**src/rtl/alu_iterative_exec_if.sv**
```systemverilog
// Request/response bundle for the iterative ALU: operand handshake in, result handshake out.
interface alu_iterative_exec_if #(
  parameter int WIDTH = 32
);
  logic             in_valid;
  logic             in_ready;
  logic [3:0]       ALUControl;
  logic [WIDTH-1:0] SrcA;
  logic [WIDTH-1:0] SrcB;
  logic             out_valid;
  logic             out_ready;
  logic [WIDTH-1:0] ALUResult;
  logic             Zero;
  logic             Illegal;

  modport master (
    output in_valid, ALUControl, SrcA, SrcB, out_ready,
    input  in_ready, out_valid, ALUResult, Zero, Illegal
  );

  modport slave (
    input  in_valid, ALUControl, SrcA, SrcB, out_ready,
    output in_ready, out_valid, ALUResult, Zero, Illegal
  );
endinterface

```
**src/rtl/alu_iterative_exec.sv**
```systemverilog
// Multi-cycle ALU: logic/arithmetic ops complete in one cycle, shifts move one bit per cycle.
module alu_iterative_exec #(
  parameter int WIDTH = 32
) (
  input logic                clk,
  input logic                reset,
  alu_iterative_exec_if.slave bus
);

  localparam int SHW = $clog2(WIDTH);

  typedef enum logic [1:0] {IDLE, SHIFT, DONE} state_t;
  typedef enum logic [1:0] {SH_LL, SH_RL, SH_RA} shop_t;
  typedef enum logic [3:0] {
    OP_ADD  = 4'b0000,
    OP_SUB  = 4'b0001,
    OP_AND  = 4'b0010,
    OP_OR   = 4'b0011,
    OP_XOR  = 4'b0100,
    OP_SLT  = 4'b0101,
    OP_SLL  = 4'b0110,
    OP_SRL  = 4'b0111,
    OP_SRA  = 4'b1000,
    OP_SLTU = 4'b1001
  } op_t;

  state_t           state, state_n;
  shop_t            shop, shop_n;
  logic [WIDTH-1:0] work, work_n;
  logic [WIDTH-1:0] res, res_n;
  logic [SHW-1:0]   cnt, cnt_n;
  logic             zero, zero_n;
  logic             ill, ill_n;
  logic [SHW-1:0]   shamt;

  function automatic logic [WIDTH-1:0] shift1(input shop_t s, input logic [WIDTH-1:0] w);
    case (s)
      SH_LL:   return {w[WIDTH-2:0], 1'b0};
      SH_RL:   return {1'b0, w[WIDTH-1:1]};
      default: return {w[WIDTH-1], w[WIDTH-1:1]};
    endcase
  endfunction

  assign shamt = bus.SrcB[SHW-1:0];

  always_ff @(posedge clk) begin
    if (reset) begin
      state <= IDLE;
      shop  <= SH_LL;
      work  <= '0;
      res   <= '0;
      cnt   <= '0;
      zero  <= 1'b0;
      ill   <= 1'b0;
    end else begin
      state <= state_n;
      shop  <= shop_n;
      work  <= work_n;
      res   <= res_n;
      cnt   <= cnt_n;
      zero  <= zero_n;
      ill   <= ill_n;
    end
  end

  always_comb begin
    state_n = state;
    shop_n  = shop;
    work_n  = work;
    res_n   = res;
    cnt_n   = cnt;
    zero_n  = zero;
    ill_n   = ill;

    case (state)
      IDLE: begin
        if (bus.in_valid) begin
          state_n = DONE;
          ill_n   = 1'b0;
          case (bus.ALUControl)
            OP_ADD:  res_n = bus.SrcA + bus.SrcB;
            OP_SUB:  res_n = bus.SrcA - bus.SrcB;
            OP_AND:  res_n = bus.SrcA & bus.SrcB;
            OP_OR:   res_n = bus.SrcA | bus.SrcB;
            OP_XOR:  res_n = bus.SrcA ^ bus.SrcB;
            OP_SLT:  res_n = WIDTH'($signed(bus.SrcA) < $signed(bus.SrcB));
            OP_SLTU: res_n = WIDTH'(bus.SrcA < bus.SrcB);
            OP_SLL, OP_SRL, OP_SRA: begin
              // Zero shift amount bypasses the iteration and returns SrcA directly.
              if (shamt == '0) begin
                res_n = bus.SrcA;
              end else begin
                state_n = SHIFT;
                work_n  = bus.SrcA;
                cnt_n   = shamt;
                case (bus.ALUControl)
                  OP_SLL:  shop_n = SH_LL;
                  OP_SRL:  shop_n = SH_RL;
                  default: shop_n = SH_RA;
                endcase
              end
            end
            default: begin
              res_n = '0;
              ill_n = 1'b1;
            end
          endcase
          if (state_n == DONE) zero_n = (res_n == '0);
        end
      end

      SHIFT: begin
        work_n = shift1(shop, work);
        cnt_n  = cnt - 1'b1;
        if (cnt == SHW'(1)) begin
          state_n = DONE;
          res_n   = shift1(shop, work);
          zero_n  = (shift1(shop, work) == '0);
        end
      end

      DONE: begin
        if (bus.out_ready) state_n = IDLE;
      end

      default: state_n = IDLE;
    endcase
  end

  assign bus.in_ready  = (state == IDLE);
  assign bus.out_valid = (state == DONE);
  assign bus.ALUResult = res;
  assign bus.Zero      = zero;
  assign bus.Illegal   = ill;

endmodule

```
**src/flat_wrapper.sv**
```systemverilog
// flat-port wrapper written by rule: the top's interface ports become plain ports
module alu_iterative_exec_flat 
#(
  parameter int WIDTH = 32
)
  (clk, reset, bus_in_valid, bus_ALUControl, bus_SrcA, bus_SrcB, bus_out_ready, bus_in_ready, bus_out_valid, bus_ALUResult, bus_Zero, bus_Illegal);
  alu_iterative_exec_if #(.WIDTH(WIDTH)) bus_i ();
  input logic clk;
  input logic reset;
  input wire logic [$bits(bus_i.in_valid)-1:0] bus_in_valid;
  input wire logic [$bits(bus_i.ALUControl)-1:0] bus_ALUControl;
  input wire logic [$bits(bus_i.SrcA)-1:0] bus_SrcA;
  input wire logic [$bits(bus_i.SrcB)-1:0] bus_SrcB;
  input wire logic [$bits(bus_i.out_ready)-1:0] bus_out_ready;
  output wire logic [$bits(bus_i.in_ready)-1:0] bus_in_ready;
  output wire logic [$bits(bus_i.out_valid)-1:0] bus_out_valid;
  output wire logic [$bits(bus_i.ALUResult)-1:0] bus_ALUResult;
  output wire logic [$bits(bus_i.Zero)-1:0] bus_Zero;
  output wire logic [$bits(bus_i.Illegal)-1:0] bus_Illegal;
  assign bus_i.in_valid = bus_in_valid;
  assign bus_i.ALUControl = bus_ALUControl;
  assign bus_i.SrcA = bus_SrcA;
  assign bus_i.SrcB = bus_SrcB;
  assign bus_i.out_ready = bus_out_ready;
  assign bus_in_ready = bus_i.in_ready;
  assign bus_out_valid = bus_i.out_valid;
  assign bus_ALUResult = bus_i.ALUResult;
  assign bus_Zero = bus_i.Zero;
  assign bus_Illegal = bus_i.Illegal;
  alu_iterative_exec #(.WIDTH(WIDTH)) u_core (.clk(clk), .reset(reset), .bus(bus_i));
endmodule
```
**config.mk**
```make
export PLATFORM = sky130hd
export DESIGN_NAME = alu_iterative_exec_flat
export DESIGN_NICKNAME = d
export VERILOG_FILES = /design/src/rtl/alu_iterative_exec_if.sv /design/src/rtl/alu_iterative_exec.sv /design/src/flat_wrapper.sv
export SDC_FILE = /design/constraint.sdc
export NUM_CORES = 1
export LEC_CHECK = 0
export ABC_AREA = 1
export ABC_CLOCK_PERIOD_IN_PS = 3920
export CAP_MARGIN = 10
export CORE_AREA = 2 2 182 131
export DETAILED_ROUTE_END_ITERATION = 6
export DIE_AREA = 0 0 184 133
export DONT_BUFFER_PORTS = 1
export MAX_ROUTING_LAYER = met4
export PLACE_DENSITY = 0.71
export SLEW_MARGIN = 20
export SYNTH_ARGS = -nofsm -noshare
export SYNTH_HDL_FRONTEND = slang
export SYNTH_SLANG_ARGS = --single-unit
```
**constraint.sdc**
```tcl
create_clock -name clk -period 3.92 [get_ports clk]
set_clock_uncertainty 0.2 [all_clocks]
set_input_delay 0.98 -clock clk [delete_from_list [all_inputs] [get_ports clk]]
set_output_delay 0.98 -clock clk [all_outputs]
set_load 0.01 [all_outputs]
```
Yosys cells after proc, flatten, opt, wreduce, memory -nomap -nowiden
Cells that the tools add are included.
Widths: inputs -> output; s select.
- output and inout port bits: 36
- bits of input ports: 72
- logic and storage cells: 82
- bits in registers: 75
- add/subtract/negate cells: 3
- bitwise logic cells: 4
- $lt $le $gt $ge: 2
- multiplexer cells: 31
- equality and inequality tests: 20
- reduce and logical (&&, ||, !) cells: 15
- operators by type and width (kind ; count):
    $mux 32 ; 9
    $pmux 32 s8 ; 1
    $pmux 32 s2 ; 3
    $logic_not 32->1 ; 2
    $lt 32x32->1 ; 2
    $add 32x32->32 ; 1
    $and 32x32->32 ; 1
    $or 32x32->32 ; 1
    $sub 32x32->32 ; 1
    $xor 32x32->32 ; 1
    $eq 4x3->1 const B ; 4
    $mux 5 ; 3
    $mux 2 ; 7
    $reduce_and 4->1 ; 3
    $pmux 5 s2 ; 1
    $reduce_or 10->1 ; 1
    $eq 4x2->1 const B ; 2
    $eq 4x4->1 const B ; 2
    $ne 2x1->1 const B ; 3
    $ne 2x2->1 const B ; 3
    $pmux 2 s3 ; 1
    $reduce_and 3->1 ; 2
    $eq 5x1->1 const B ; 1
    $logic_not 5->1 ; 1
    other kinds (13) ; 19

Longest topological paths before layout
Gate-level depths: netlist (run 1).
- depth after elaboration: 9
- depth in mapped cells: 22
- mapped depth without buffers: 21

Worst setup path after synthesis (run 1)
No wires, ideal clock.
- path kind: input to register
- from: input bus_SrcB[0]
- to: register u_core.zero (netlist: u_core.bus.Zero)
- setup time: 0.066 ns
- required time: 3.654 ns
- slack: 0.855 ns
- stages: 20
- buffers on the path: 0
- arrival time: 2.799 ns
- path through: ha_1 inv_1 fa_1 inv_1 nand3_1 nand2_1 nand2_1 nand2_1 nand2_1 nand2_1 nand2_1 nand2_1 nand2_1 nand3_1 nand3_1 nor2_1 nand2_1 nor2_1 nand2_1 a21oi_2
- word-level cells in the longest chain between the ends: 9
- elaborated cells on any way between the ends: 23
- classes of those cells: add/sub (2); order compare (2); eq/ne (2); mux (11); bitwise (3); reduce/logical (3)
- RTL lines (item ; RTL line ; source):
    from (decl) ; flat_wrapper.sv:13 ; input wire logic [$bits(bus_i.SrcB)-1:0] bus_SrcB;
    parallel branches: the longest is 9 deep, another holds $sub 32x32->32 ; -- ;
    to (signal assigned) ; alu_iterative_exec.sv:61 ; zero <= zero_n;
    to (decl) ; alu_iterative_exec.sv:32 ; logic zero, zero_n;
Parallel ways; which one is timed is not known. The select of a mux whose other input is x is not followed.
A chain may end at the register's enable or synchronous reset.

Final worst setup path (run 1)
- from: input bus_SrcB[11]
- to: register u_core.zero (netlist: u_core.bus.Zero)
- word-level cells in the longest chain between the ends: 8
- elaborated cells on any way between the ends: 14
- classes of those cells: add/sub (2); order compare (2); mux (6); bitwise (3); reduce/logical (1)
- RTL lines (item ; RTL line ; source):
    $sub 32x32->32, or another cell as far along ; alu_iterative_exec.sv:82 ; OP_SUB: res_n = bus.SrcA - bus.SrcB;
    $pmux 32 s8 * ; alu_iterative_exec.sv:80 ; case (bus.ALUControl)
    $mux 32 * ; alu_iterative_exec.sv:77 ; if (bus.in_valid) begin
    $mux 32 * ; alu_iterative_exec.sv:75 ; case (state)
    $logic_not 32->1 * ; alu_iterative_exec.sv:108 ; if (state_n == DONE) zero_n = (res_n == '0);
    $mux 1 * ; alu_iterative_exec.sv:108 ;
    $mux 1 * ; alu_iterative_exec.sv:77 ;
    $pmux 1 s2 * ; alu_iterative_exec.sv:75 ;
Every way passes the cells marked *; elsewhere a longest branch is shown, timed or not. The select of a mux whose other input is x is not followed.

==> impl_metrics.tcl, run 1 <==
set metrics [dict create \
    drive_above_1_share_pct 4.94 \
    die_x_um 184 \
    first_pass_iters 6 \
    syn2layout_area_growth_pct 5.73 \
    path_common_cell "nand2_1" \
    clockRootBuffer "clkbuf_16" \
    syn_inst 2046 \
    period_share_pct 89.6 \
    final_hold_viol_count 0 \
    worst_setup_path_start_kind "primary input" \
    grt_pass1_wl_um 68600 \
    p_total_mw 3.01 \
    antenna_found_initial 0 \
    worstMarginPinSlew_ns 0.893 \
    grt_max_degree 94 \
    pin_count 108 \
    num_vias 13400 \
    p_per_area_mw_per_mm2 255 \
    rsz0062_at_grt "false" \
    critPathKind "primary input to flop" \
    post_cts_buffers 0 \
    synthArstFlopShare_pct 0 \
    achievable-frequency_mhz 285 \
    nNetsFinal 2207 \
    hpwl_um 37400 \
    synth_common_cells "nand2_1 (610), inv_1 (362), nor2_1 (194), nand3_1 (151), o21ai_0 (143)" \
    crit_fanout 9 \
    portBuffers 0 \
    slew_viol_final 0 \
    fp.dieH_um 133 \
    synth_edf_count 0 \
    setup_viol 0 \
    nFillCells 2490 \
    yosys_warnings 0 \
    avgViaCountPerCell 5.77 \
    postCtsHoldBufs 0 \
    grt_usage_pct 37.8 \
    ys_seq_elements 75 \
    cpMaxStageDelayCell "ha_1" \
    switchingPower_mw 1.33 \
    yosysTopAreaCellShare_pct 20.5 \
    ir_drop_uv 247 \
    core_mm2 0.0229 \
    synth_cell_types 40 \
    end_kind "flop" \
    p_comb_share_pct 43.0 \
    dp_cells 2301 \
    cts.sinks 75 \
    seq_area_frac_synth_pct 13.4 \
    finalWirelength_um 45900 \
    grt_pass1_vias 12200 \
    n_antenna_cell 0 \
    start_util_pct 48.7 \
    stdcell_count 2317 \
    die_area_mm2 0.0245 \
    cts_buffer_depth 2 \
    drt_iter0_drc 1702 \
    path_buf_inv 2 \
    cts_tree "done" \
    place_congestion 1.12 \
    synth_area_leaders "nand2_1 (20%), dfxtp_1 (13%), ha_1 (13%), inv_1 (12%), nand3_1 (6.8%)" \
    p_seq_share_pct 30.4 \
    wl_per_cell_um 19.8 \
    p_clk_share_pct 26.6 \
    outcome "finished, final reports clean" \
    drc 0 \
    yosysMostFrequentCell "nand2_1" \
    htreeDepth 3 \
    clock_latency_ns 0.35 \
    placed_area_mm2 0.0115 \
    path_clk_slew_ns 0.06 \
    yosysTopAreaCell "nand2_1" \
    cts-resized-gates 0 \
    power.leakage_nw 6.55 \
    syn-num-nets 2235 \
    antenna_left 0 \
    cap_violations 0 \
    syn_avg_cell_area_um2 5.46 \
    synth_top_flop_cell "dfxtp_1" \
    arrival_ns 3.59 \
    min_period_ns 3.51 \
    critical-path-max-stage-delay_ns 0.50 \
    switching_share_pct 44.0 \
    num_rows 47 \
    synth_area_mm2 0.0112 \
    hp-class "flop to flop" \
    p_int_mw 1.69 \
    critPathRequiredTime_ns 4.00 \
    stdcell_area_mm2 0.0118 \
    crit_path_cell_trace "inv_1 -> ha_1 -> nand2_1 -> nor2_1 -> nand2_1 -> inv_1 -> nand2_1 -> nand2_1 -> nand2_1 -> nand2_1 -> nand2_1 -> nand3_1 -> nand3_1 -> nor2_1 -> nand2_1 -> nor2_1 -> nand2_1 -> a21oi_2" \
    finalSetupTns_ns 0 \
    max-slew-margin-rel_pct 40.5 \
    overflow 0 \
    crit_family "simple AND/OR/NAND/NOR gates" \
    cts_buffers 9 \
]
-- power by group through the flow --
stage	Sequential (mW)	Combinational (mW)	Clock (mW)
after floorplan	0.901	0.885	0
after global placement	0.930	1.23	0
after detailed placement	0.930	1.24	0
after CTS	0.915	1.25	0.800
after global routing	0.923	1.42	0.827
final	0.916	1.30	0.802
-- per-stage QoR --
stage                     hold WS (ns)  worst slack, ns  utilization [%]
after CTS                        0.260            0.546             51.5
final                            0.263            0.406             51.5
after global routing             0.304            0.233             51.5
after global placement           0.247            0.219             50.3
after floorplan                  0.245            0.855                -
after detailed placement         0.251            0.190             50.3
-- registers in the layout (all words and copies together), names as in the netlist --
name                  count
u_core.bus.ALUResult     32
u_core.work              32
u_core.cnt                5
u_core.shop               2
u_core.state              2
u_core.bus.Illegal        1
u_core.bus.Zero           1
-- worst reg2reg max path: cells and delay by family (launching register included) --
kind	cells	cell delay (ns)
AND/OR/NAND/NOR	3	0.97
AO/OA/AOI/OAI	3	0.76
buffers and inverters	3	0.43
flip-flops	1	0.37
-- final timing paths --
kind                                startpoint                           end  slack (ns)  cells past startpoint
setup reg to reg  u_core.state[0]$_SDFFE_PP0P_  u_core.bus.Zero$_SDFFE_PP0P_        1.13                      9
hold / removal     u_core.work[2]$_SDFFE_PP0P_   u_core.work[2]$_SDFFE_PP0P_        0.26                      2
setup / recovery                  bus_SrcB[11]  u_core.bus.Zero$_SDFFE_PP0P_        0.41                     18
hold reg to reg    u_core.work[2]$_SDFFE_PP0P_   u_core.work[2]$_SDFFE_PP0P_        0.26                      2
-- cells in the final DEF, fill, tap and decap left out, types with 3 or more instances in the layout --
cell,Yosys,routed
buf_4,1,44
clkbuf_16,0,9
and2_1,4,4
nor3_1,10,10
inv_2,3,4
mux2i_1,20,20
o21ai_0,143,143
a211oi_1,6,6
o22ai_1,20,20
nor2_1,194,191
nand2_1,610,610
a21oi_1,79,79
o21bai_1,6,6
nand3_1,151,151
ha_1,115,115
nor2_2,3,4
nand4_1,30,30
o211ai_1,15,15
a31oi_1,64,64
dfxtp_1,75,75
xor2_1,3,3
nand3b_1,8,8
or2_2,26,26
inv_1,362,361
-- layout make-up --
class	instances	area, µm²	area share (%)
multi-input combinational	1521	7940	67.2
sequential	75	1500	12.7
inverter	366	1370	11.6
tap	294	368	3.11
timing repair buffer	45	350	2.97
clock buffer	12	256	2.17
clock inverter	4	25.0	0.212
-- per-layer routing --
| metal | global-route usage, % | routed length [µm] | up-vias |
|---|---|---|---|
| met5 | - | 0 | - |
| met4 | 13.1 | 1730 | 0 |
| met3 | 11.2 | 6010 | 84 |
| met2 | 54.4 | 18700 | 776 |
| met1 | 50.0 | 19400 | 6078 |
| li1 | - | - | 6431 |
-- cell families after synthesis --
logic type / synth area share (%)
xor gates and xnor gates: 0.235
DFF: 13.4
and+or+nand+nor: 38.7
muxes: 1.79
AOI/OAI and AO/OA: 16.9
buffers and inverters: 15.7
adders and majority gates: 13.2
Note: power is estimated with default switching activity, not from simulation.
==> run 2: changes to the inputs <==
- CTS_CLUSTER_DIAMETER: unset -> 30
==> results of run 2 <==
No change in the layout: final DEF, timing and power equal those of run 1.
==> run 3: changes to the inputs <==
- CORE_AREA: 2 2 182 131 -> 2 2 203 145
- CTS_CLUSTER_DIAMETER: 30 -> 50
- DIE_AREA: 0 0 184 133 -> 0 0 205 147
- MAX_ROUTING_LAYER: met4 -> unset
- PLACE_DENSITY: 0.71 -> 0.61
==> run 3 against run 2 <==
The run now ends with design-rule violations left. Die area up 23%. Cell count up 4.6%. Combinational power up 5%. Design area up 2.7%. Power up 5.0%. Flip-flop and latch count unchanged. Utilization down 8.7 points. Worst hold slack worse by 0.0018 ns. Critical path type unchanged. Largest power group unchanged.
==> impl_metrics.tcl, run 3 (synthesized netlist as in run 1, its figures left out) <==
set metrics [dict create \
    hpwl_um 41200 \
    num_vias 13400 \
    dr_wl_met3_um 5980 \
    antenna_found_initial 1 \
    reg2reg_slack_ns 1.27 \
    end_kind "flop" \
    die_area_mm2 0.0301 \
    wl_met2_um 20400 \
    place_ws_ns 0.139 \
    p_per_area_mw_per_mm2 261 \
    max-slew-margin-rel_pct 35.6 \
    clock_latency_ns 0.35 \
    dp_cells 2407 \
    power.leakage_nw 6.67 \
    cpMaxStageDelayCell "fa_1" \
    place_congestion 1.09 \
    syn2layout_area_growth_pct 8.58 \
    critPathRequiredTime_ns 4.00 \
    drc 3 \
    overflow 0 \
    n_antenna_cell 0 \
    portBuffers 0 \
    achievable-frequency_mhz 281 \
    final_hold_viol_count 0 \
    start_util_pct 39.4 \
    post_cts_buffers 0 \
    period_share_pct 90.8 \
    slew_viol_final 0 \
    violations "design-rule violations" \
    clockRootBuffer "clkbuf_16" \
    first_pass_iters 7 \
    ir_drop_uv 189 \
    outcome "complete, but fails checks" \
    grt_max_degree 94 \
    worstHoldStart "u_core.work[2]$_SDFFE_PP0P_" \
    drt-met1-wl_um 22000 \
    critPathKind "primary input to flop" \
    nFillCells 3201 \
    core_mm2 0.0284 \
    cts_buffer_depth 2 \
    path_common_cell "nand2_1" \
    cts_buffers 9 \
    min_period_ns 3.56 \
    cts-resized-gates 0 \
    arrival_ns 3.64 \
    final_cell_mix "nand2_1 (610), inv_1 (361), nor2_1 (191)" \
    critPathLaunch "bus_SrcB[0]" \
    postCtsHoldBufs 0 \
    finalSetupTns_ns 0 \
    stdcell_count 2423 \
    crit_path_cell_trace "ha_1 -> inv_1 -> fa_1 -> inv_1 -> nand3_1 -> nand2_1 -> nand2_1 -> nand2_1 -> nand2_1 -> nand2_1 -> nand2_1 -> nand2_1 -> nand2_1 -> nand3_1 -> nand3_1 -> nor2_1 -> nand2_1 -> nor2_1 -> nand2_1 -> a21oi_2" \
    avgViaCountPerCell 5.53 \
    maxUsedRoutingLayer "met5" \
    grt_pass1_wl_um 74800 \
    setup_viol 0 \
    worstMarginPinSlew_ns 0.967 \
    worst_setup_path_start_kind "primary input" \
    hp-class "flop to flop" \
    cts.sinks 75 \
    grt_pass1_vias 12300 \
    die_x_um 205 \
    grt_usage_pct 32.8 \
    reg2reg_from "u_core.state[0]$_SDFFE_PP0P_" \
    timing.final.ws_setup_ns 0.362 \
    wl_per_cell_um 20.6 \
    drt_iter0_drc 1681 \
    pin_count 108 \
    rsz0062_at_grt "false" \
    layout_commonest_cell "nand2_1" \
    htreeDepth 3 \
    crit_fanout 5 \
    nNetsFinal 2229 \
    finalWirelength_um 50000 \
    fp.dieH_um 147 \
    drive_above_1_share_pct 6.01 \
    num_rows 52 \
    critical-path-max-stage-delay_ns 0.40 \
    cts_tree "done" \
    cap_violations 0 \
    path_clk_slew_ns 0.06 \
    antenna_left 0 \
]
run 3: layout make-up:
class,count,area (µm²),share of cell area (%)
clock buffer,10,239,1.97
clock inverter,6,65.1,0.536
inverter,366,1370,11.3
multi-input combinational,1521,7940,65.4
sequential,75,1500,12.4
tap,378,473,3.90
timing repair buffer,67,541,4.46
run 3: critical path, delay by kind of cell:
| kind | cells | cell delay [ns] |
|---|---|---|
| compound gates | 1 | 0.11 |
| fa+ha+maj | 2 | 0.58 |
| buf+inv | 2 | 0.22 |
| simple gates | 15 | 1.74 |
run 3: path summary, 6_finish.rpt:
| check | endpoint | depth (start not counted) |
|---|---|---|
| min reg2reg | u_core.work[2]$_SDFFE_PP0P_ | 2 |
| max reg2reg | u_core.bus.Zero$_SDFFE_PP0P_ | 8 |
| min | u_core.work[2]$_SDFFE_PP0P_ | 2 |
| max | u_core.bus.Zero$_SDFFE_PP0P_ | 20 |
run 3: where the power goes:
group / internal [mW] / total [mW] / leakage [nW] / switching, mW
clock network: 0.511 / 0.870 / 0.148 / 0.359
registers: 0.830 / 0.925 / 0.615 / 0.0943
logic: 0.428 / 1.37 / 5.91 / 0.943
total: 1.77 / 3.17 / 6.67 / 1.40
run 3: metrics by stage:
stage	power [mW]	hold WS (ns)	instance area [µm²]	util (%)
2_1_floorplan	1.79	0.245	11200	-
4_1_cts	3.13	0.263	12100	42.8
5_1_grt	3.34	0.301	12100	42.8
3_5_place_dp	2.26	0.254	11800	41.7
3_3_place_gp	2.26	0.252	11800	41.7
6_report	3.17	0.261	12100	42.8
run 3: layer usage:
layer	vias to the layer above	global-route usage, %
li1	6493	-
met1	6131	46.6
met2	701	48.5
met3	82	8.19
met4	2	9.75
met5	-	0
